**src/rtl/qbert_pkg.sv**
```systemverilog
// Shared Q*bert geometry and type definitions.
// Imported by qbert_grid_pos and qbert_hop_ctrl. cube_generator reuses the geometry.
package qbert_pkg;

    typedef enum logic [1:0] {UL, UR, DL, DR} dir_t;
    typedef enum logic [1:0] {IDLE, HOP, LAND} hop_state_t;

    // Screen position of the pyramid apex (row 0, col 0)
    localparam logic [10:0] X_ORIGIN = 11'd400;
    localparam logic [9:0]  Y_ORIGIN = 10'd200;
    // One hop spans one cube diagonal
    localparam logic [10:0] STEP_X   = 11'd50;
    localparam logic [9:0]  STEP_Y   = 10'd90;

endpackage

```
**src/rtl/qbert_grid_pos.sv**
```systemverilog
// Combinational grid cell -> screen position mapping.
//   row, col : pyramid cell (row 0 is the apex)
//   x, y     : on-screen position of that cell
module qbert_grid_pos
    import qbert_pkg::*;
(
    input  logic [2:0]  row,
    input  logic [2:0]  col,
    output logic [10:0] x,
    output logic [9:0]  y
);

    // 13-bit two's-complement arithmetic; (2*col - row) may go negative
    always_comb begin
        x = 11'(13'(X_ORIGIN) + (13'({col, 1'b0}) - 13'(row)) * 13'(STEP_X));
        y = 10'(13'(Y_ORIGIN) + 13'(row) * 13'(STEP_Y));
    end

endmodule

```
**src/rtl/qbert_hop_ctrl.sv**
```systemverilog
// Q*bert hop controller: accepts UL/UR/DL/DR hop commands on the cube pyramid and
// animates the hop one video frame at a time (linear glide plus a vertical arc).
//   clk, reset           : clock, asynchronous active-low reset
//   frame_tick           : one-cycle pulse per video frame
//   move_valid/move_dir  : hop request; accepted when move_ready is high
//   move_ready           : high only while idle
//   move_reject          : one-cycle pulse when an accepted hop would leave the pyramid
//   landed               : one-cycle pulse when a hop completes
//   row, col             : committed grid cell
//   qbert_x, qbert_y     : current screen position for cube_generator
module qbert_hop_ctrl
    import qbert_pkg::*;
#(
    parameter int unsigned HOP_FRAMES = 10,
    parameter int unsigned LIFT       = 4,
    parameter int unsigned ROWS       = 7
) (
    input  logic        clk,
    input  logic        reset,
    input  logic        frame_tick,
    input  logic        move_valid,
    input  logic [1:0]  move_dir,
    output logic        move_ready,
    output logic        move_reject,
    output logic        landed,
    output logic [2:0]  row,
    output logic [2:0]  col,
    output logic [10:0] qbert_x,
    output logic [9:0]  qbert_y
);

    localparam int unsigned KW      = $clog2(HOP_FRAMES + 1);
    localparam int unsigned DX_STEP = 32'(STEP_X) / HOP_FRAMES;
    localparam int unsigned DY_STEP = 32'(STEP_Y) / HOP_FRAMES;
    localparam logic signed [4:0] ROWS_S = 5'(ROWS);

    hop_state_t     state_q, state_d;
    dir_t           dir_q, dir_d;
    logic [KW-1:0]  k_q, k_d;
    logic [2:0]     row_q, row_d, col_q, col_d;
    logic [2:0]     tgt_row_q, tgt_row_d, tgt_col_q, tgt_col_d;
    logic [10:0]    start_x_q, start_x_d, x_q, x_d;
    logic [9:0]     start_y_q, start_y_d, y_q, y_d;
    logic           reject_q, reject_d;

    logic [10:0]    cur_x, tgt_x;
    logic [9:0]     cur_y, tgt_y;

    qbert_grid_pos u_cur_pos (
        .row (row_q),
        .col (col_q),
        .x   (cur_x),
        .y   (cur_y)
    );

    qbert_grid_pos u_tgt_pos (
        .row (tgt_row_q),
        .col (tgt_col_q),
        .x   (tgt_x),
        .y   (tgt_y)
    );

    // Candidate target cell for the request currently on move_dir
    dir_t              req_dir;
    logic signed [4:0] nxt_row, nxt_col;
    logic              req_legal;

    always_comb begin
        req_dir = dir_t'(move_dir);
        nxt_row = $signed({2'b00, row_q})
                + (((req_dir == DL) || (req_dir == DR)) ? 5'sd1 : -5'sd1);
        nxt_col = $signed({2'b00, col_q});
        if (req_dir == DR) nxt_col = nxt_col + 5'sd1;
        if (req_dir == UL) nxt_col = nxt_col - 5'sd1;
        req_legal = (nxt_row >= 5'sd0) && (nxt_row < ROWS_S)
                 && (nxt_col >= 5'sd0) && (nxt_col <= nxt_row);
    end

    // Animation position for the frame index after this tick
    logic [KW-1:0] k_inc, k_rem, arc_k;
    logic          go_right, go_down;
    logic [12:0]   dx_off, dy_off, arc;

    always_comb begin
        k_inc    = k_q + KW'(1);
        k_rem    = KW'(HOP_FRAMES) - k_inc;
        arc_k    = (k_inc < k_rem) ? k_inc : k_rem;
        go_right = (dir_q == UR) || (dir_q == DR);
        go_down  = (dir_q == DL) || (dir_q == DR);
        dx_off   = 13'(k_inc) * 13'(DX_STEP);
        dy_off   = 13'(k_inc) * 13'(DY_STEP);
        arc      = 13'(arc_k) * 13'(LIFT);
    end

    always_comb begin
        state_d   = state_q;
        dir_d     = dir_q;
        k_d       = k_q;
        row_d     = row_q;
        col_d     = col_q;
        tgt_row_d = tgt_row_q;
        tgt_col_d = tgt_col_q;
        start_x_d = start_x_q;
        start_y_d = start_y_q;
        x_d       = x_q;
        y_d       = y_q;
        reject_d  = 1'b0;
        case (state_q)
            IDLE: begin
                // frame_tick is ignored here; the first advance comes from HOP
                if (move_valid) begin
                    if (req_legal) begin
                        dir_d     = req_dir;
                        tgt_row_d = nxt_row[2:0];
                        tgt_col_d = nxt_col[2:0];
                        start_x_d = cur_x;
                        start_y_d = cur_y;
                        k_d       = '0;
                        state_d   = HOP;
                    end else begin
                        reject_d  = 1'b1;
                    end
                end
            end
            HOP: begin
                if (frame_tick) begin
                    k_d = k_inc;
                    x_d = 11'(13'(start_x_q) + (go_right ? dx_off : -dx_off));
                    y_d = 10'(13'(start_y_q) + (go_down ? dy_off : -dy_off) - arc);
                    if (k_inc == KW'(HOP_FRAMES)) begin
                        // Snap to the exact target cell and commit it as landed
                        x_d     = tgt_x;
                        y_d     = tgt_y;
                        row_d   = tgt_row_q;
                        col_d   = tgt_col_q;
                        state_d = LAND;
                    end
                end
            end
            LAND: state_d = IDLE;
            default: state_d = IDLE;
        endcase
    end

    always_ff @(posedge clk or negedge reset) begin
        if (!reset) begin
            state_q   <= IDLE;
            dir_q     <= UL;
            k_q       <= '0;
            row_q     <= '0;
            col_q     <= '0;
            tgt_row_q <= '0;
            tgt_col_q <= '0;
            start_x_q <= X_ORIGIN;
            start_y_q <= Y_ORIGIN;
            x_q       <= X_ORIGIN;
            y_q       <= Y_ORIGIN;
            reject_q  <= 1'b0;
        end else begin
            state_q   <= state_d;
            dir_q     <= dir_d;
            k_q       <= k_d;
            row_q     <= row_d;
            col_q     <= col_d;
            tgt_row_q <= tgt_row_d;
            tgt_col_q <= tgt_col_d;
            start_x_q <= start_x_d;
            start_y_q <= start_y_d;
            x_q       <= x_d;
            y_q       <= y_d;
            reject_q  <= reject_d;
        end
    end

    always_comb begin
        move_ready  = (state_q == IDLE);
        landed      = (state_q == LAND);
        move_reject = reject_q;
        row         = row_q;
        col         = col_q;
        qbert_x     = x_q;
        qbert_y     = y_q;
    end

endmodule

```
**config.mk**
```make
export PLATFORM = sky130hd
export DESIGN_NAME = qbert_hop_ctrl
export DESIGN_NICKNAME = d
export VERILOG_FILES = /design/src/rtl/qbert_pkg.sv /design/src/rtl/qbert_grid_pos.sv /design/src/rtl/qbert_hop_ctrl.sv
export SDC_FILE = /design/constraint.sdc
export NUM_CORES = 1
export LEC_CHECK = 0
export CORE_MARGIN = 1
export CORE_UTILIZATION = 50
export DETAILED_ROUTE_END_ITERATION = 10
export PLACE_DENSITY = 0.69
export RECOVER_POWER = 25
export SYNTH_ARGS = -nofsm -noshare
export SYNTH_HDL_FRONTEND = slang
export SYNTH_HIERARCHICAL = 1
export SYNTH_SLANG_ARGS = --single-unit
```
**constraint.sdc**
```tcl
create_clock -name clk -period 5.8 [get_ports clk]
set_input_delay 1.16 -clock clk [delete_from_list [all_inputs] [get_ports clk]]
set_output_delay 1.16 -clock clk [all_outputs]
set_load 0.02 [all_outputs]
```
==> results.toml <==
[outcome]
status = "finished, violations left"
violations = "capacitance limit, slew limit"

[worst_setup_path]
path_common_cell = "ha_1"
slowest_delay_ns = 0.63
cp-end-kind = "flip-flop"
r2r_setup_slack_ns = 1.03
setup.worst_path.start_class = "flip-flop"
worst-setup-path-type = "flip-flop to flip-flop"
regToRegEndpoint = "qbert_x[10]"
path_cells = "clkinv_1 > ha_1 > inv_1 > ha_1 > ha_1 > fa_1 > nor2_1 > and3_1 > nor3_1 > a31oi_1 > o221a_2 > ha_1 > nand3_1 > nand2_1 > a41oi_1 > o21ai_0 > or4_1 > nand3_1"
cp_max_fo = 14
arrival_ns = 5.04
worst_path_max_delay_cell = "dfrtp_1"
r2r_cells = 18
worstPathRequired_ns = 6.07
worstReg2RegStart = "k_q[0]"

[timing]
slew_viol_final = 64
finalCriticalPeriod_ns = 4.77
fin_setup_tns_ns = 0
tightest_slew_ns = 3.50
fmax_mhz = 209
fin_skew_ns = 0.00695
setup_ws_ns = 1.03
hold_viol_final = 0
setup_violations = 0
period_share_pct = 82.3
slew_headroom_pct = -133
rsz0062_at_grt = "no"

[routing]
ant_nets = 0
vias = 4793
routed_via_density = 5.40
first_pass_iters = 4
drcViolationCount = 0
wl_um = 13300
wl_per_cell_um = 15.0
drt_iter0_drc = 221

[synthesis]
seq_area_frac_synth_pct = 24.5
async_flop_share_pct = 100
netlist_area_um2 = 6500
yosysUniqueCellTypes = 61
synthAdderAreaFrac_pct = 24.1
synth_flop_cell = "dfrtp_1"
synth_mux_area_share_pct = 8.01
ys_seq_elements = 63
synth_compound_area_share_pct = 13.2
synth_top_family_by_area = "adder cells"
synth_edf_count = 0
postSynthCellCount = 687
yosys.area_share.simple_pct = 11.5
syn_avg_cell_area_um2 = 9.46
synth_xor_area_share_pct = 11.6
yosys_warnings = 6

[place]
place_hpwl_um = 10400
io_buffers = 35
pre_cts_ws_ns = 0.976
globalplace.congestion = 0.943
dp.cells = 872

[cts]
clock_latency_ns = 0.33
cts_resized = 0
hold_buffers = 0
cts_root_buffer = "clkbuf_16"
cts_buffers = 9
htreeDepth = 3
clk_pin_slew_worst_paths_ns = 0.06
cts_sinks = 63
post-cts-setup-buffers = 0
clockBufferDepth = 2
cts_tree = "built"

[min_path]
hp-class = "flip-flop to flip-flop"
whs_path_depth = 2
hold_start = "qbert_x[7]"
min_to = "qbert_x[7]"

[finish]
final-instance-count-excl-fill = 887
drive_above_1_share_pct = 12.2
antenna_cells = 0
synthToLayoutAreaGrowth_pct = 11.0
fin_nets = 831

[global_routing]
grt_pass1_wl_um = 22500
track_usage_pct = 21.4
antenna_found_initial = 0
grt_pass1_vias = 4747
grt_max_degree = 64
grt_overflow = 0

[die]
fp-row-count = 41
coreArea_um2 = 12700
dieArea_um2 = 13500
start_util_pct = 51.3
ioPinCount = 36
die_x_um = 116
die_h_um = 116

[flow_run]
maxCapViolCount = 1
-- cell families (layout without fill, tap and decap cells) --
logic type      after synthesis  count (layout)
other cells                   2               4
flops                        63              63
compound gates              130             130
fa+ha+maj                   114             114
buf+inv                     101             127
mux                          48              48
xor+xnor                     82              82
simple gates                147             147
-- worst max path at each step --
stage / start / to / slack [ns] / cells after the start
floorplan: k_q[0] / qbert_x[10] / 1.26 / 18
global placement: move_dir[1] / start_x_q[9] / 1.10 / 14
detailed placement: move_dir[1] / start_x_q[5] / 0.98 / 14
CTS: k_q[0] / qbert_y[9] / 1.07 / 15
global route: tgt_row_q[1] / qbert_x[9] / 0.70 / 18
finish: k_q[0] / qbert_x[10] / 1.03 / 18
-- stage by stage --
step                      hold WS (ns)  utilization (%)  instance area (um^2)
after floorplan                  0.458                -                  6510
after global placement           0.462             54.7                  6930
after detailed placement         0.468             54.7                  6930
after CTS                        0.475             57.0                  7220
after global routing             0.486             57.0                  7220
final                            0.472             57.0                  7220
-- critical path: cells and delay by family, from the launching register on --
family                     cells  cell delay [ns]
AOI/OAI and AO/OA              4             0.76
adders and majority gates      5             1.72
buffers and inverters          2             0.33
DFF                            1             0.63
and+or+nand+nor                7             1.28
-- area by class of cell --
type,count,area (um^2)
Clock buffer,9,225
Clock inverter,6,62.6
Fill cell,1132,5450
Inverter,68,255
Multi-Input combinational cell,525,4460
Sequential cell,63,1590
Tap cell,172,215
Timing Repair Buffer,44,409
-- routing by layer --
layer | vias to the layer above | routed length (um) | track usage, %
li1 | 2395 | - | -
met1 | 2303 | 6550 | 29.2
met2 | 78 | 6160 | 35.0
met3 | 17 | 381 | 1.88
met4 | 0 | 223 | 8.38
met5 | - | 0 | 0
-- placed cells by master, fill, tap and decap left out, types with 9 or more instances in the layout --
| master | Yosys | routed |
|---|---|---|
| inv_1 | 67 | 67 |
| nand3_1 | 14 | 14 |
| and3_1 | 9 | 9 |
| nand2_1 | 39 | 39 |
| nor2_1 | 35 | 35 |
| nor3_1 | 9 | 9 |
| o21ai_0 | 33 | 33 |
| nor2b_1 | 11 | 11 |
| a31oi_1 | 13 | 13 |
| dfstp_2 | 12 | 12 |
| mux2_2 | 30 | 30 |
| clkdlybuf4s50_1 | 0 | 34 |
| ha_1 | 95 | 95 |
| mux2i_1 | 16 | 16 |
| xor2_1 | 21 | 21 |
| dfrtp_1 | 51 | 51 |
| clkbuf_16 | 0 | 9 |
| xnor2_1 | 59 | 59 |
| fa_1 | 19 | 19 |
| a21oi_1 | 34 | 34 |
-- state kept, by name (all words and copies together), names as in the netlist --
| signal | cells |
|---|---|
| col | 3 |
| dir_q | 2 |
| k_q | 4 |
| move_reject | 1 |
| qbert_x | 11 |
| qbert_y | 10 |
| row | 3 |
| start_x_q | 11 |
| start_y_q | 10 |
| state_q | 2 |
| tgt_col_q | 3 |
| tgt_row_q | 3 |
-- cells in the mapped netlist (all sizes together), types with 12 or more instances --
cell type   n  area (um^2)
a21oi      35          186
buf        24          170
xnor2      59          517
nor2b      13         96.4
mux2i      16          160
nor2       35          131
xor2       22          211
nand2      39          146
dfrtp      51         1280
a31oi      13         81.3
dfstp      12          315
o21ai      34          174
nand3      15         80.1
fa         19          380
inv        67          251
mux2       32          360
ha         95         1190
Power is left out: the tool's default activity adds up to more than one toggle a clock period on the data nets, which glitch-free logic cannot reach.
